$ cat src/rtl/cpu_pkg.sv
// Shared widths, the HLT opcode and the fetch state encoding for the CPU front end.
package cpu_pkg;

  localparam int ADDR_W   = 11;
  localparam int DATA_W   = 16;
  localparam int OPCODE_W = 5;
  localparam int OPERAND_W = DATA_W - OPCODE_W;

  localparam logic [OPCODE_W-1:0] OP_HLT = 5'b00000;

  typedef enum logic {
    ST_FETCH  = 1'b0,
    ST_HALTED = 1'b1
  } fetch_state_t;

  function automatic logic is_hlt(input logic [DATA_W-1:0] word);
    return word[DATA_W-1:DATA_W-OPCODE_W] == OP_HLT;
  endfunction

endpackage

$ cat src/rtl/program_counter.sv
// Program counter: a jump load beats an increment; it holds otherwise and wraps at the top of the space.
module program_counter
  import cpu_pkg::*;
(
  input  logic              clk,
  input  logic              reset,
  input  logic              i_load,
  input  logic [ADDR_W-1:0] i_load_addr,
  input  logic              i_inc,
  output logic [ADDR_W-1:0] o_pc
);

  logic [ADDR_W-1:0] r_pc;

  always_ff @(posedge clk) begin
    if (reset) begin
      r_pc <= '0;
    end else if (i_load) begin
      r_pc <= i_load_addr;
    end else if (i_inc) begin
      r_pc <= r_pc + ADDR_W'(1);
    end
  end

  assign o_pc = r_pc;

endmodule

$ cat src/rtl/instruction_fetch.sv
// Fetch stage: one-cycle capture of the program word into a valid/ready output register.
// A jump flushes the register, and HLT freezes fetch until reset.
module instruction_fetch
  import cpu_pkg::*;
(
  input  logic                 clk,
  input  logic                 reset,
  output logic [ADDR_W-1:0]    Prog_Addr,
  input  logic [DATA_W-1:0]    Prog_Data,
  input  logic                 Jump_En,
  input  logic [ADDR_W-1:0]    Jump_Addr,
  output logic [DATA_W-1:0]    Instr,
  output logic [OPCODE_W-1:0]  Opcode,
  output logic [OPERAND_W-1:0] Operand,
  output logic                 Instr_Valid,
  input  logic                 Instr_Ready,
  output logic                 Halted,
  output logic [15:0]          Fetch_Count
);

  fetch_state_t      r_state;
  fetch_state_t      w_state_nxt;
  logic [DATA_W-1:0] r_instr;
  logic              r_valid;
  logic [15:0]       r_count;

  logic              w_capture;
  logic              w_jump;
  logic              w_pc_inc;
  logic [ADDR_W-1:0] w_pc;

  always_ff @(posedge clk) begin
    if (reset) begin
      r_state <= ST_FETCH;
    end else begin
      r_state <= w_state_nxt;
    end
  end

  // A jump outranks capture; HALTED ignores both, so only reset leaves it.
  always_comb begin
    w_state_nxt = r_state;
    w_capture   = 1'b0;
    w_jump      = 1'b0;
    w_pc_inc    = 1'b0;
    case (r_state)
      ST_FETCH: begin
        if (Jump_En) begin
          w_jump = 1'b1;
        end else if (!r_valid || Instr_Ready) begin
          w_capture = 1'b1;
          if (is_hlt(Prog_Data)) begin
            w_state_nxt = ST_HALTED;
          end else begin
            w_pc_inc = 1'b1;
          end
        end
      end
      ST_HALTED: begin
        w_state_nxt = ST_HALTED;
      end
      default: begin
        w_state_nxt = ST_FETCH;
      end
    endcase
  end

  program_counter u_pc (
    .clk         (clk),
    .reset       (reset),
    .i_load      (w_jump),
    .i_load_addr (Jump_Addr),
    .i_inc       (w_pc_inc),
    .o_pc        (w_pc)
  );

  always_ff @(posedge clk) begin
    if (reset) begin
      r_instr <= '0;
      r_valid <= 1'b0;
      r_count <= '0;
    end else if (w_jump) begin
      r_valid <= 1'b0;
    end else if (w_capture) begin
      r_instr <= Prog_Data;
      r_valid <= 1'b1;
      r_count <= r_count + 16'd1;
    end else if (Instr_Ready) begin
      r_valid <= 1'b0;
    end
  end

  assign Prog_Addr   = w_pc;
  assign Instr       = r_instr;
  assign Opcode      = r_instr[DATA_W-1:OPERAND_W];
  assign Operand     = r_instr[OPERAND_W-1:0];
  assign Instr_Valid = r_valid;
  assign Halted      = (r_state == ST_HALTED);
  assign Fetch_Count = r_count;

endmodule

$ cat config.mk
export PLATFORM = sky130hd
export DESIGN_NAME = instruction_fetch
export DESIGN_NICKNAME = d
export VERILOG_FILES = /design/src/rtl/cpu_pkg.sv /design/src/rtl/program_counter.sv /design/src/rtl/instruction_fetch.sv
export SDC_FILE = /design/constraint.sdc
export NUM_CORES = 1
export LEC_CHECK = 0
export CAP_MARGIN = 20
export CELL_PAD_IN_SITES_DETAIL_PLACEMENT = 1
export CELL_PAD_IN_SITES_GLOBAL_PLACEMENT = 2
export CORE_MARGIN = 3
export CORE_UTILIZATION = 25
export DETAILED_ROUTE_END_ITERATION = 12
export GPL_TIMING_DRIVEN = 0
export PLACE_DENSITY = 0.94
export SYNTH_ARGS = -nofsm -noshare
export SYNTH_HDL_FRONTEND = slang
export SYNTH_SLANG_ARGS = --single-unit
$ cat constraint.sdc
create_clock -name clk -period 4.5 [get_ports clk]
set_clock_uncertainty 0.2 [all_clocks]
set_input_delay 1.125 -clock clk [delete_from_list [all_inputs] [get_ports clk]]
set_output_delay 1.125 -clock clk [all_outputs]
set_load 0.01 [all_outputs]
* Word-level counts from Yosys, hierarchy flattened
Cells that the tools add are included.
** Word-level totals
- Register bits :: 45
- Output and inout bits :: 61
- Word-level logic and storage cells :: 33
** Cells by class
- $add $sub $neg :: 2
- Multiplexer cells :: 17
- Bitwise logic cells :: 2
- Reductions and logical operators :: 7
** Operators by type and width (count)
- two-way mux 11 bit :: 2
- adder 16 x 1 -> 16 bit (second input constant) :: 1
- two-way mux 1 bit :: 14
- adder 11 x 1 -> 11 bit (second input constant) :: 1
- zero test 5 bit :: 1
- nonzero test 2 bit :: 2
- NOT 1 bit :: 2
- case mux 1 bit (2 select lines) :: 1
- AND reduction 2 bit :: 1
- OR reduction 2 bit :: 1
- zero test 1 bit :: 1
- logical OR 1 bit :: 1

* Longest topological paths before layout
Gate-level depths: netlist of the first run.
- Depth after elaboration :: 7
- Depth in mapped cells :: 6

* Hierarchy
Synthesis of the first run repeated with hierarchy kept, for this count alone.
** Second synthesis, totals
- Cell total of the unflattened synthesis :: 264
- Area total of the unflattened synthesis :: 2155.8 µm²
** Modules (own cells, without submodules)
- instruction_fetch :: times used 1, cells each 185, area an instance 1490.2 µm², sequential area each 680.7 µm²
- program_counter :: times used 1, cells each 79, area an instance 665.6 µm², sequential area each 220.2 µm²

* Worst setup path before layout of the first run
Ideal clock, no wire load.
- Path type :: input -> register
- Start :: input port Jump_En
- End :: register u_pc.r_pc[8] (netlist: u_pc.o_pc[8])
- Library setup time :: 0.091 ns
- Arrival time :: 2.442 ns
- Required time :: 4.209 ns
- Setup slack :: 1.767 ns
- Stages on the path :: 4
- Path buffers :: 0
- Path through :: or2_4 -> or3_4 -> or4_1 -> a311oi_1
** On the way
- Cells in the longest elaborated chain, start to end :: 3
- Elaborated cells on any way between the ends :: 6
- Classes of those cells :: mux (5); reduce/logical (1)
** RTL lines
- start: declaration :: line instruction_fetch.sv:10 : input logic Jump_En,
- two-way mux 1 bit :: line instruction_fetch.sv:48 : if (Jump_En) begin
- two-way mux 1 bit :: line instruction_fetch.sv:46 : case (r_state)
- two-way mux 11 bit / nonzero test 2 bit (equally long branches)
- end signal: assignment :: line program_counter.sv:19 : r_pc <= i_load_addr;
- end signal: assignment :: line program_counter.sv:21 : r_pc <= r_pc + ADDR_W'(1);
- end: declaration :: line program_counter.sv:13 : logic [ADDR_W-1:0] r_pc;
Parallel ways exist; a longest one is shown, timed or not.
A chain may end at the register's enable or synchronous reset.

* Worst setup path in the final report of the first run
- Start :: input port Jump_En
- End :: register r_instr[7] (netlist: Instr[7])
** On the way
- Cells in the longest elaborated chain, start to end :: 4
- Elaborated cells on any way between the ends :: 6
- Classes of those cells :: mux (4); bitwise (1); reduce/logical (1)
** RTL lines
- two-way mux 1 bit :: line instruction_fetch.sv:48
- two-way mux 1 bit :: line instruction_fetch.sv:46
- NOT 1 bit (no line)
- AND reduction 2 bit (no line) (*)
- end signal: assignment :: line instruction_fetch.sv:85 : r_instr <= Prog_Data;
- end: declaration :: line instruction_fetch.sv:23 : logic [DATA_W-1:0] r_instr;
Mark *: on every way between the ends. The rest lies on a longest branch, timed or not.

==> results of run 1 <==
-- cells by family (layout without fill, tap and decap cells) --
group	Yosys count	after routing	share of synthesized area, %
DFF	45	45	41.9
xor gates and xnor gates	7	7	2.85
and+or+nand+nor	122	122	28.6
buffers and inverters	35	132	8.96
AOI/OAI and AO/OA	55	55	16.5
adders and majority gates	2	2	1.16
-- flip-flops by register name, summed over array words and instances (netlist names) --
signal and cells:
Instr 16, Instr_Valid 1, Fetch_Count 16, u_pc.o_pc 11
Halted 1
-- final cells by class --
cell class                      instances  area [µm²]  area share (%)
Inverter                                3        11.3           0.343
Clock inverter                          2        35.0            1.07
Clock buffer                            5        68.8            2.09
Timing Repair Buffer                   90         901            27.4
Multi-Input combinational cell        186        1060            32.2
Sequential cell                        45         901            27.4
Tap cell                              105         131            4.00
Buffer                                 32         181            5.52
-- layer usage --
metal | share of wire, % | GRT usage [%]
met1 | 45 | 18.5
met2 | 51 | 24.8
met3 | 3.6 | 3.47
met4 | 0.93 | 3.47
met5 | 0 | 0
-- worst paths after layout --
path | end | cells after the start | from
hold / removal | Instr[10]$_SDFFE_PP0P_ | 2 | Instr[10]$_SDFFE_PP0P_
setup / recovery | Instr[7]$_SDFFE_PP0P_ | 7 | Jump_En
hold reg to reg | Instr[10]$_SDFFE_PP0P_ | 2 | Instr[10]$_SDFFE_PP0P_
setup reg to reg | u_pc.o_pc[10]$_SDFFE_PP0P_ | 5 | u_pc.o_pc[1]$_SDFFE_PP0P_
-- report_power, final --
part | internal, mW | switching, mW | total (mW)
clock | 0.162 | 0.138 | 0.300
sequential | 0.417 | 0.0224 | 0.440
combinational | 0.0977 | 0.0717 | 0.169
total | 0.677 | 0.232 | 0.909
-- cells in the final DEF (no fill, tap or decap), types with 2 or more instances in the layout --
cell type        instances
a21oi_1                 25
a311oi_1                 8
and2_1                   2
and3_1                   3
and4_1                   2
buf_4                   16
clkbuf_1                14
clkbuf_8                 5
clkdlybuf4s50_1         90
dfxtp_1                 45
ha_1                     2
inv_1                    3
nand2_1                 43
nand3_1                 11
nand4_1                  8
nor2_1                  22
nor4_1                   8
o21ai_0                  4
o31a_1                   3
o31ai_1                 11
or3_1                    5
or4_1                   11
xnor2_1                  3
xor2_1                   4
-- per-stage QoR --
stage | cell area, µm² | power, mW | setup WS (ns) | hold WS [ns] | cells
final | 3290 | 0.909 | 1.30 | 0.278 | 468
after detailed placement | 3180 | 0.620 | 0.951 | 0.271 | 461
after CTS | 3290 | 0.918 | 1.26 | 0.283 | 468
after global routing | 3290 | 0.957 | 1.11 | 0.306 | 468
after global placement | 3180 | 0.617 | 1.03 | 0.258 | 461
after floorplan | 2150 | 0.517 | 1.77 | 0.293 | 266
-- tightest hold or removal path, cell delays in order (launching register included) --
cell and delay [ns]:
dfxtp_1 0.33, nand2_1 0.06, a21oi_1 0.05
==> flow_metrics.env, run 1 <==
export IMPL_cts_root_buf="clkbuf_8"
export IMPL_yosys_area_top_type="dfxtp_1"
export IMPL_yosysSeqAreaShare_pct=41.9
export IMPL_synth_cell_type_count=35
export IMPL_netlist_top_cells_count="dfxtp_1 (45), nand2_1 (43), a21oi_1 (25)"
export IMPL_numCtsBuffers=5
export IMPL_regToRegSetupSlack_ns=2.24
export IMPL_rsz0062_at_grt="no"
export IMPL_cp_arrival_ns=3.23
export IMPL_period_needed_ns=3.20
export IMPL_fillCellCount=999
export IMPL_grt_overflow_total=0
export IMPL_hold_viol=0
export IMPL_vias_per_cell=4.85
export IMPL_via_count=2272
export IMPL_fin_util_pct=39.6
export IMPL_clock_path_buffers=2
export IMPL_rows=33
export IMPL_nets=396
export IMPL_drv_cap=0
export IMPL_ant_nets=0
export IMPL_cts_clk_slew_worst_paths_ns=0.09
export IMPL_yosys_top_cells_area="dfxtp_1 (42%), nand2_1 (7.5%), a21oi_1 (5.8%)"
export IMPL_grt_start_max_net_pins=14
export IMPL_drive_gt1_share_pct=7.71
export IMPL_final_setup_tns_ns=0
export IMPL_antenna_found_initial=0
export IMPL_gp_congestion=0.794
export IMPL_drt_first_pass_iters=4
export IMPL_htreeDepth=2
export IMPL_holdBufCountCts=0
export IMPL_ys_ff_latch=45
export IMPL_crit_buf_inv=3
export IMPL_synth_cells=266
export IMPL_die_w_um=98.8
export IMPL_clock_fmax_mhz=312
export IMPL_die_area_mm2=0.00975
export IMPL_crit_path_end_kind="register"
export IMPL_avgRoutedWirePerCell_um=14.9
export IMPL_port_buffers=90
export IMPL_wirelength_um=6980
export IMPL_peakVddDrop_mv=0.118
export IMPL_initial_utilization_pct=25.9
export IMPL_async_reset_ff_share_pct=0
export IMPL_synth_edf_count=0
export IMPL_required_ns=4.53
export IMPL_path_cells="clkdlybuf4s50_1 > or2_4 > nor2_1 > clkbuf_1 > buf_1 > nand2_1 > a21oi_1"
export IMPL_track_usage_pct=14.5
export IMPL_cts_resized=0
export IMPL_crit_type="primary input to register"
export IMPL_ios=92
export IMPL_grt_pass1_vias=2311
export IMPL_outcome="finished clean"
export IMPL_drc=0
export IMPL_hpwlAfterDp_um=5320
export IMPL_leakage_nw=1.13
export IMPL_post_cts_buffers=0
export IMPL_syn_avg_cell_area_um2=8.09
export IMPL_power_density_mw_per_mm2=276
export IMPL_hp_class="register to register"
export IMPL_syn2layout_area_growth_pct=52.8
export IMPL_post_route_period_util_pct=71.2
export IMPL_slew_viol_final=0
export IMPL_worst_pin_slew_ns=0.594
export IMPL_max_stage_delay_ns=0.49
export IMPL_setup_viol=0
export IMPL_slew_headroom_pct=60.4
export IMPL_clk_latency_ns=0.29
export IMPL_worst_path_max_delay_cell="clkbuf_1"
export IMPL_synth_top_area_share_pct=41.9
export IMPL_synthFlopType="dfxtp_1"
export IMPL_critPathLaunchType="primary input"
export IMPL_ys_warn_count=0
export IMPL_drt_iter0_drc=53
export IMPL_grt_pass1_wl_um=11800
export IMPL_netlist_area_mm2=0.00215
export IMPL_syn_nets=299
export IMPL_crit_fanout=10
export IMPL_die_y_um=98.8
export IMPL_synth_most_common_cell="dfxtp_1"
export IMPL_n_antenna_cell=0
export IMPL_cts_tree="done"
export IMPL_core_area_mm2=0.00830
export IMPL_cts_sinks=45
export IMPL_cp_top_family="buffers and inverters"
No activity file was read; power rests on OpenSTA's default activity.
==> inputs of run 2 (changes only) <==
CORE_UTILIZATION = 23   (was 25)
PLACE_DENSITY = 0.88   (was 0.94)
clock period = 3.3 ns   (was 4.5 ns; I/O delays follow)
==> run 2 against run 1 <==
- design area shrank 0.38%
- hold slack gained 0.0039 ns
- non-clock buffer count is the same
- die area grew 8.1%
- sequential share of layout area grew 0.10 points
- first-iteration DRC count grew 36%
- highest routed layer unchanged
- critical path depth is the same
==> flow_metrics.env, run 2 (synthesized netlist as in run 1, its figures left out) <==
export IMPL_crit_path_end_kind="register"
export IMPL_rows=34
export IMPL_outcome="finished clean"
export IMPL_reg2reg_depth=5
export IMPL_setup_viol=0
export IMPL_n_antenna_cell=0
export IMPL_drt_iter0_drc=72
export IMPL_layout_commonest_cell="clkdlybuf4s50_1"
export IMPL_peakVddDrop_mv=0.154
export IMPL_ant_nets=0
export IMPL_hp_class="register to register"
export IMPL_hold_path_end="Instr[1]$_SDFFE_PP0P_"
export IMPL_via_count=2320
export IMPL_ios=92
export IMPL_crit_top_cell="clkbuf_1"
export IMPL_grt_start_max_net_pins=15
export IMPL_drc=0
export IMPL_grt_overflow_total=0
export IMPL_multi_input_comb_area_mm2=0.00106
export IMPL_leakage_nw=1.11
export IMPL_post_dp_cell_area_mm2=0.00319
export IMPL_drive_gt1_share_pct=7.69
export IMPL_port_buffers=90
export IMPL_htreeDepth=2
export IMPL_regToRegSetupSlack_ns=1.00
export IMPL_post_cts_buffers=0
export IMPL_cts_resized=0
export IMPL_seq_area_um2=901
export IMPL_period_needed_ns=2.88
export IMPL_nets=396
export IMPL_worst_pin_slew_ns=0.591
export IMPL_design_area_mm2=0.00327
export IMPL_drt_first_pass_iters=6
export IMPL_final_setup_tns_ns=0
export IMPL_core_area_mm2=0.00889
export IMPL_worstReg2RegStart="u_pc.o_pc[0]$_SDFFE_PP0P_"
export IMPL_fin_util_pct=36.8
export IMPL_slew_viol_final=0
export IMPL_gp_congestion=0.804
export IMPL_whs_path_depth=2
export IMPL_clock_fmax_mhz=347
export IMPL_cts_tree="done"
export IMPL_die_y_um=103
export IMPL_track_usage_pct=14.1
export IMPL_rsz0062_at_grt="no"
export IMPL_cp_arrival_ns=2.88
export IMPL_wirelength_um=7440
export IMPL_vias_per_cell=4.92
export IMPL_most_common_layout_cells="clkdlybuf4s50_1 (90), dfxtp_1 (45), nand2_1 (43)"
export IMPL_slew_headroom_pct=60.6
export IMPL_drv_cap=0
export IMPL_cts_sinks=45
export IMPL_hp_start="Instr[1]$_SDFFE_PP0P_"
export IMPL_crit_fanout=10
export IMPL_clk_latency_ns=0.30
export IMPL_cts_root_buf="clkbuf_8"
export IMPL_grt_pass1_vias=2447
export IMPL_r2r_end="u_pc.o_pc[10]$_SDFFE_PP0P_"
export IMPL_grt_pass1_wl_um=11900
export IMPL_cts_clk_slew_worst_paths_ns=0.08
export IMPL_die_w_um=103
export IMPL_worst_path_max_delay_cell="clkdlybuf4s50_1"
export IMPL_critPathLaunchType="primary input"
export IMPL_fillCellCount=1055
export IMPL_required_ns=3.30
export IMPL_avgRoutedWirePerCell_um=15.8
export IMPL_numCtsBuffers=5
export IMPL_post_route_period_util_pct=87.4
export IMPL_max_stage_delay_ns=0.43
export IMPL_hold_viol=0
export IMPL_syn2layout_area_growth_pct=52.2
export IMPL_initial_utilization_pct=24.2
export IMPL_path_cells="clkdlybuf4s50_1 > nor3_1 > and2_1 > clkbuf_1 > clkbuf_1 > o21ai_0 > a311oi_1"
export IMPL_holdBufCountCts=0
export IMPL_hpwlAfterDp_um=5650
export IMPL_crit_type="primary input to register"
export IMPL_die_area_mm2=0.0105
export IMPL_power_density_mw_per_mm2=361
export IMPL_antenna_found_initial=0
export IMPL_clock_path_buffers=2
## run 2: worst max-delay path by stage
stage                       start                         to  slack [ns]  cells past startpoint
global route        Prog_Data[15]  u_pc.o_pc[1]$_SDFFE_PP0P_        0.22                      7
finish              Prog_Data[15]  u_pc.o_pc[0]$_SDFFE_PP0P_        0.42                      7
detailed placement        Jump_En     Instr[10]$_SDFFE_PP0P_        0.08                      7
floorplan                 Jump_En  u_pc.o_pc[8]$_SDFFE_PP0P_        0.87                      4
global placement    Prog_Data[15]  u_pc.o_pc[0]$_SDFFE_PP0P_        0.16                      7
CTS                       Jump_En     Instr[10]$_SDFFE_PP0P_        0.40                      7
## run 2: through the flow
stage	instances	worst slack [ns]	power (mW)	hold slack [ns]
after floorplan	266	0.867	0.705	0.293
after detailed placement	464	0.0776	0.848	0.271
after global placement	464	0.156	0.843	0.258
after global routing	472	0.222	1.24	0.315
final	472	0.416	1.18	0.282
after CTS	472	0.396	1.20	0.283
## run 2: cell type report
type                            count  area share (%)
Clock buffer                        6            2.22
Buffer                             32            5.54
Inverter                            3           0.344
Tap cell                          108            4.13
Timing Repair Buffer               90            27.5
Clock inverter                      2           0.459
Sequential cell                    45            27.5
Multi-Input combinational cell    186            32.3
## run 2: layer usage
layer | GRT usage, % | vias up | routed length (µm)
met2 | 24.1 | 60 | 3610
li1 | - | 1135 | -
met3 | 3.18 | 5 | 349
met1 | 18.2 | 1120 | 3440
met5 | 0 | - | 0
met4 | 2.72 | 0 | 45
## run 2: worst max-delay path, delay by kind of cell
| kind | cells | cell delay [ns] |
|---|---|---|
| AO/OA/AOI/OAI | 2 | 0.47 |
| buffers and inverters | 3 | 1.21 |
| AND/OR/NAND/NOR | 2 | 0.38 |
## run 2: power breakdown
group          switching [mW]  internal, mW
clock network           0.198         0.150
logic                   0.100         0.133
registers              0.0316         0.569
